[config.mk]
export PLATFORM = sky130hd
export DESIGN_NAME = reg_move_unit
export DESIGN_NICKNAME = d
export VERILOG_FILES = /design/src/rtl/reg_move_unit.sv
export SDC_FILE = /design/constraint.sdc
export NUM_CORES = 1
export LEC_CHECK = 0
export ABC_AREA = 1
export BUFFER_PORTS_ARGS = -buffer_cell sky130_fd_sc_hd__buf_2
export CAP_MARGIN = 10
export CORE_AREA = 2 2 66 68
export DETAILED_ROUTE_END_ITERATION = 10
export DIE_AREA = 0 0 68 70
export GPL_TIMING_DRIVEN = 0
export PLACE_DENSITY_LB_ADDON = 0.15
export SYNTH_ARGS = -nofsm -noshare
export SYNTH_HDL_FRONTEND = slang
export SYNTH_SLANG_ARGS = --single-unit
export TNS_END_PERCENT = 50
[constraint.sdc]
create_clock -name clk -period 2.3 [get_ports clk]
set_input_delay 0.345 -clock clk [delete_from_list [all_inputs] [get_ports clk]]
set_output_delay 0.345 -clock clk [all_outputs]
set_load 0.02 [all_outputs]
[src/rtl/reg_move_unit.sv]
// Command-driven move engine over a DEPTH x N register bank: MOV, SWAP and CLR
// commands run a short FSM while an external write port stays live in every state.
module reg_move_unit #(
    parameter int N = 4,
    parameter int A = 2
) (
    input  logic         clk,
    input  logic         rst_n,
    input  logic         ext_we,
    input  logic [A-1:0] ext_waddr,
    input  logic [N-1:0] ext_wdata,
    input  logic [A-1:0] rd_addr,
    output logic [N-1:0] rd_data,
    input  logic         cmd_valid,
    output logic         cmd_ready,
    input  logic [1:0]   cmd_op,
    input  logic [A-1:0] cmd_src,
    input  logic [A-1:0] cmd_dst,
    output logic         busy,
    output logic         done
);
    localparam int DEPTH = 1 << A;

    localparam logic [1:0] OP_MOV  = 2'b00;
    localparam logic [1:0] OP_SWAP = 2'b01;
    localparam logic [1:0] OP_CLR  = 2'b10;

    typedef enum logic [2:0] {
        S_IDLE   = 3'd0,
        S_RD     = 3'd1,
        S_WR_DST = 3'd2,
        S_WR_SRC = 3'd3,
        S_DONE   = 3'd4
    } state_t;

    state_t         state_q, state_d;
    logic [1:0]     op_q, op_d;
    logic [A-1:0]   src_q, src_d;
    logic [A-1:0]   dst_q, dst_d;
    logic [N-1:0]   tmp_a_q, tmp_a_d;
    logic [N-1:0]   tmp_b_q, tmp_b_d;
    logic [N-1:0]   bank_q [DEPTH];
    logic [N-1:0]   bank_d [DEPTH];

    // Handshake: a command transfers on a rising edge where cmd_valid and
    // cmd_ready are both high; cmd_ready is high only in IDLE, so cmd_* is
    // ignored in every other state and each transfer starts exactly one command.
    assign cmd_ready = (state_q == S_IDLE);
    assign busy      = (state_q != S_IDLE);
    assign done      = (state_q == S_DONE);
    assign rd_data   = bank_q[rd_addr];

    always_comb begin
        state_d = state_q;
        op_d    = op_q;
        src_d   = src_q;
        dst_d   = dst_q;
        tmp_a_d = tmp_a_q;
        tmp_b_d = tmp_b_q;
        bank_d  = bank_q;

        // External write goes first so an engine write to the same address overrides it.
        if (ext_we) begin
            bank_d[ext_waddr] = ext_wdata;
        end

        case (state_q)
            S_IDLE: begin
                if (cmd_valid) begin
                    op_d  = cmd_op;
                    src_d = cmd_src;
                    dst_d = cmd_dst;
                    case (cmd_op)
                        OP_MOV, OP_SWAP: state_d = S_RD;
                        OP_CLR:          state_d = S_WR_DST;
                        default:         state_d = S_DONE;
                    endcase
                end
            end
            S_RD: begin
                tmp_a_d = bank_q[src_q];
                tmp_b_d = bank_q[dst_q];
                state_d = S_WR_DST;
            end
            S_WR_DST: begin
                bank_d[dst_q] = (op_q == OP_CLR) ? '0 : tmp_a_q;
                state_d       = (op_q == OP_SWAP) ? S_WR_SRC : S_DONE;
            end
            S_WR_SRC: begin
                bank_d[src_q] = tmp_b_q;
                state_d       = S_DONE;
            end
            S_DONE: begin
                state_d = S_IDLE;
            end
            default: begin
                state_d = S_IDLE;
            end
        endcase
    end

    always_ff @(posedge clk or negedge rst_n) begin
        if (!rst_n) begin
            state_q <= S_IDLE;
            op_q    <= '0;
            src_q   <= '0;
            dst_q   <= '0;
            tmp_a_q <= '0;
            tmp_b_q <= '0;
            for (int i = 0; i < DEPTH; i++) begin
                bank_q[i] <= '0;
            end
        end else begin
            state_q <= state_d;
            op_q    <= op_d;
            src_q   <= src_d;
            dst_q   <= dst_d;
            tmp_a_q <= tmp_a_d;
            tmp_b_q <= tmp_b_d;
            for (int i = 0; i < DEPTH; i++) begin
                bank_q[i] <= bank_d[i];
            end
        end
    end

endmodule
# == Yosys cells after proc, flatten, opt, wreduce, memory -nomap -nowiden ==
# Index checks and enable logic that the tools add are counted.
# totals
reg_bits,33
out_inout_bits,7
# op_classes
magnitude_cmp,7
eq_ne,9
muxes,25
n_bitwise,4
n_reduce_logical,8
# op_table
cell,count
$bwmux 16,3
$mux 4,10
$pmux 16 s2,1
$bmux 4 s2,3
$demux 4 s2,3
$mux 16,1
$ge 3x3->1 const B,4
$not 2->3,4
$pmux 3 s4,1
$lt 3x1->1 const B,3
$eq 3x2->1 const B,2
$mux 3,2
$pmux 3 s2,1
$eq 2x1->1 const B,2
$eq 2x2->1 const B,2
$eq 3x1->1 const B,1
$eq 3x3->1 const B,1
$logic_and 1x1->1,3
$logic_not 3->1,1
$reduce_bool 3->1,1
$logic_not 2->1,1
$ne 2x2->1 const B,1
$reduce_and 2->1,1
$reduce_or 2->1,1

# == Logic depth before layout (Yosys ltp) ==
# depth
word_depth,9
ltp_mapped,8
mapped_depth_nobuf,7

# == Worst setup path before layout ==
# No wires, ideal clock.
# synth_path
path_type,input -> output
start,input port rd_addr[0]
end,output port rd_data[3]
t_arrival_ns,1.078
required_time_ns,1.955
slack_ns,0.877
path_stages,4
n_path_buf,1
cell_sequence,clkbuf_1 -> inv_1 -> o21ai_0 -> o22ai_1
# synth_via
elab_chain_cells,4
# synth_rtl
item,line,rtl
start: declaration,12,"input logic [A-1:0] rd_addr,"
$not 2->3 (not written as such),51,assign rd_data = bank_q[rd_addr];
$bmux 4 s2,51,
$mux 4 (not written as such) (2 in series),51,
end: declaration,13,"output logic [N-1:0] rd_data,"
# Every way passes these cells. The select of a mux whose other input is x is not followed.

# == Final worst setup path ==
# layout_path
start,register state_q[1]
end,output port busy
# layout_via
elab_chain_cells,1
# layout_rtl
item,line,rtl
start: declaration,36,"state_t state_q, state_d;"
start signal: assignment,114,state_q <= state_d;
$reduce_bool 3->1,49,assign busy = (state_q != S_IDLE);
end: declaration,19,"output logic busy,"
# Every way passes these cells.

==> results by group <==
Timing
  • Max-slew violations: 0
  • Slew HR: 51.56%
  • Least-Margin Pin Slew: 0.7266 ns
  • Setup tns final: 0 ns
  • Min Clock Period, post-route: 1.670 ns
  • Max Clk Rate: 598.9 MHz
  • Final period utilization: 72.59%
  • Final hold violations: 0
  • Unrepaired setup endpoints after global routing: no
  • Fin worst setup slack: 0.6304 ns
  • Final setup fails: 0
  • Worst Skew: 0.009183 ns

Cells and area
  • Fillers: 408
  • Multi-input gate area: 1251 um2
  • Share of layout cells above drive strength 1: 10.87%
  • # diodes: 0
  • Seq. cell area: 825.8 um2
  • Post-layout util: 62.38%
  • Nets: 431
  • Layout Area Growth over Synthesis: 11.31%

Global routing
  • Pin count of the biggest net entering global routing: 34
  • Grt ovf: 0
  • GRT Resource Usage Total: 28.60%
  • First-pass GRT wire length: 10.13 mm
  • Vias in the first global route: 2167
  • Antenna violations before repair: 0

Logic synthesis
  • Share of the synthesized area in the top cell type: 35.56%
  • Count leader, synth: nand2_1
  • Synth warn: 0
  • Sequential fraction of the synthesis area: 35.56%
  • Post-synth cell types: 19
  • Ys async rst share: 100.0%
  • Post-synthesis cell area: 2322 um2
  • Mean Syn Cell Area: 6.063 um2
  • Net count after synthesis: 401
  • Top post-synthesis cells by count: 133 x nand2_1, 64 x nor2_1, 55 x inv_1, 35 x nand3_1, 33 x dfrtp_1
  • Number of flops mapped to enable cells by yosys: 0
  • Mapped Cells: 383
  • Area leader, netlist: dfrtp_1
  • Area contributors post-synth: dfrtp_1 36%, nand2_1 21%, nor2_1 10%, inv_1 8.9%, nand3_1 7.5%
  • Main synth FF type: dfrtp_1
  • Yosys reg bits: 33

Drt
  • DR vias/cell: 5.193
  • Violation count after the first detailed-route iteration: 130
  • Met1 Wirelength: 2.734 mm
  • Routed wl met3: 380 um
  • Drt total wl: 6.168 mm
  • WL per Instance: 13.24 um
  • Router iterations before antenna repair: 4
  • Highest metal used: met4
  • Met2 wire length: 2.931 mm
  • Vias: 2420
  • Detail Route Antenna Nets: 0
  • Number of remaining DRC errors: 0

Setup path
  • Reg2Reg Depth: 6
  • Critical Path RT: 1.96 ns
  • Crit path DAT: 1.32 ns
  • Critical Path End Type: output port
  • FF-to-FF setup slack: 0.91 ns
  • Max FO, Critical Path: 6
  • Worst R2R Start: state_q[0]
  • Worst R2R End: bank_q[3]
  • CP Class: reg2out
  • Startpoint Class: flip-flop

Placement
  • Place WS: 0.7363 ns
  • Port Buffer Count: 23
  • DP HPWL: 4.882 mm
  • Routability congestion estimate from global placement: 0.9064

Floorplanning
  • Num ports: 25
  • # rows: 24
  • Core Region: 4144 um2
  • Initial Utilization: 56.04%
  • Die H: 70 um
  • Die Wd: 68 um
  • Die footprint: 4760 um2

Clock network
  • Hold buffer count at CTS: 0
  • CTS tree: built
  • CTS root buf: clkbuf_8
  • Clk_lat worst skew: 0.29 ns
  • Clock slew at reported path FFs: 0.07 ns
  • Post-CTS Setup Repair Bufs: 0
  • Clk sink count: 33
  • H-tree Lvls: 2
  • Post_cts resized: 0
  • Cts bufs inserted: 5
  • Max Root-Sink Buffers: 2

Pwr
  • Clock Power Share: 13.4%
  • Int Power: 1.574 mW
  • Pwr Density: 1224 nW/um2
  • Flop pwr share: 36.8%
  • Sw Pwr: 1.589 mW
  • Peak supply drop: 0.7726 mV
  • P_leak: 1.447 nW
  • Combinational Power Share: 49.7%
  • Sw Share: 50.24%

Run status
  • Status: completed

Hold path
  • HP Class: in2async

Run
  • MaxCap Viol Count: 0
==> worst max-delay path by stage <==
stage                    start    endpoint  slack [ns]  cells past startpoint
finish              state_q[1]        busy        0.63                      5
global route        state_q[1]        busy        0.59                      5
CTS                 state_q[1]        busy        0.63                      5
detailed placement  rd_addr[0]  rd_data[0]        0.74                      5
global placement    rd_addr[0]  rd_data[0]        0.78                      5
floorplan           rd_addr[0]  rd_data[3]        0.88                      4
==> flip-flops by register name, indices dropped and copies added, names as in the netlist <==
name / cells
bank_q: 16
dst_q: 2
op_q: 2
src_q: 2
state_q: 3
tmp_a_q: 4
tmp_b_q: 4
==> final cells by class <==
type                            instances  share of cell area (%)
Buffer                                  5                   1.210
Sequential cell                        33                   31.95
Inverter                               57                   8.277
Tap cell                               52                   2.517
Multi-Input combinational cell        288                   48.40
Clock buffer                            6                   2.807
Timing Repair Buffer                   23                   4.453
Clock inverter                          2                  0.3872
==> metrics by stage <==
| stage | hold slack (ns) | cell area [um2] | cells | power [mW] |
|---|---|---|---|---|
| floorplan | 0.04941 | 2322 | 383 | 2.248 |
| global placement | 0.4357 | 2502 | 458 | 2.692 |
| detailed placement | 0.4460 | 2502 | 458 | 2.728 |
| CTS | 0.1341 | 2585 | 466 | 3.156 |
| global route | 0.1694 | 2585 | 466 | 3.447 |
| finish | 0.1041 | 2585 | 466 | 3.163 |
==> power by group through the flow <==
stage	clock network, mW	registers [mW]	logic, mW
after floorplan	0	1.04	1.20
after global placement	0	1.16	1.53
after detailed placement	0	1.17	1.56
after CTS	0.430	1.16	1.57
after global routing	0.452	1.19	1.80
final	0.425	1.17	1.57
==> cell usage in the layout, fill, tap and decap left out <==
master,Yosys,final
a21boi_0,4,4
clkbuf_1,1,2
nor2_2,3,3
o21ai_1,2,2
inv_2,2,2
nand2_1,133,133
o22ai_1,4,4
nand2_2,2,2
nor2_1,64,64
dfrtp_1,33,33
clkinv_2,0,2
a21oi_1,7,7
nand3_1,35,35
nand4_1,8,8
nor2_4,4,4
clkbuf_8,0,5
buf_2,1,24
inv_1,55,55
nor3_1,1,1
buf_4,3,3
o21ai_0,21,21
==> kinds of logic (layout without fill, tap and decap cells) <==
family / after synthesis / in the layout / synth area share (%)
flops: 33 / 33 / 35.56
compound gates: 38 / 38 / 8.836
buf+inv: 62 / 93 / 10.56
simple gates: 250 / 250 / 45.04
==> critical path: stages (launching register included) <==
cell	delay, ns
dfrtp_1	0.43
inv_1	0.10
nand2_1	0.12
nor2_4	0.15
inv_1	0.06
buf_2	0.15
==> metal layers <==
metal,global-route usage (%),vias up
met4,9.111,0
met2,46.93,75
met1,38.33,1084
met5,0,-
met3,4.187,12
li1,-,1249
Note: power is estimated with default switching activity, not from simulation.
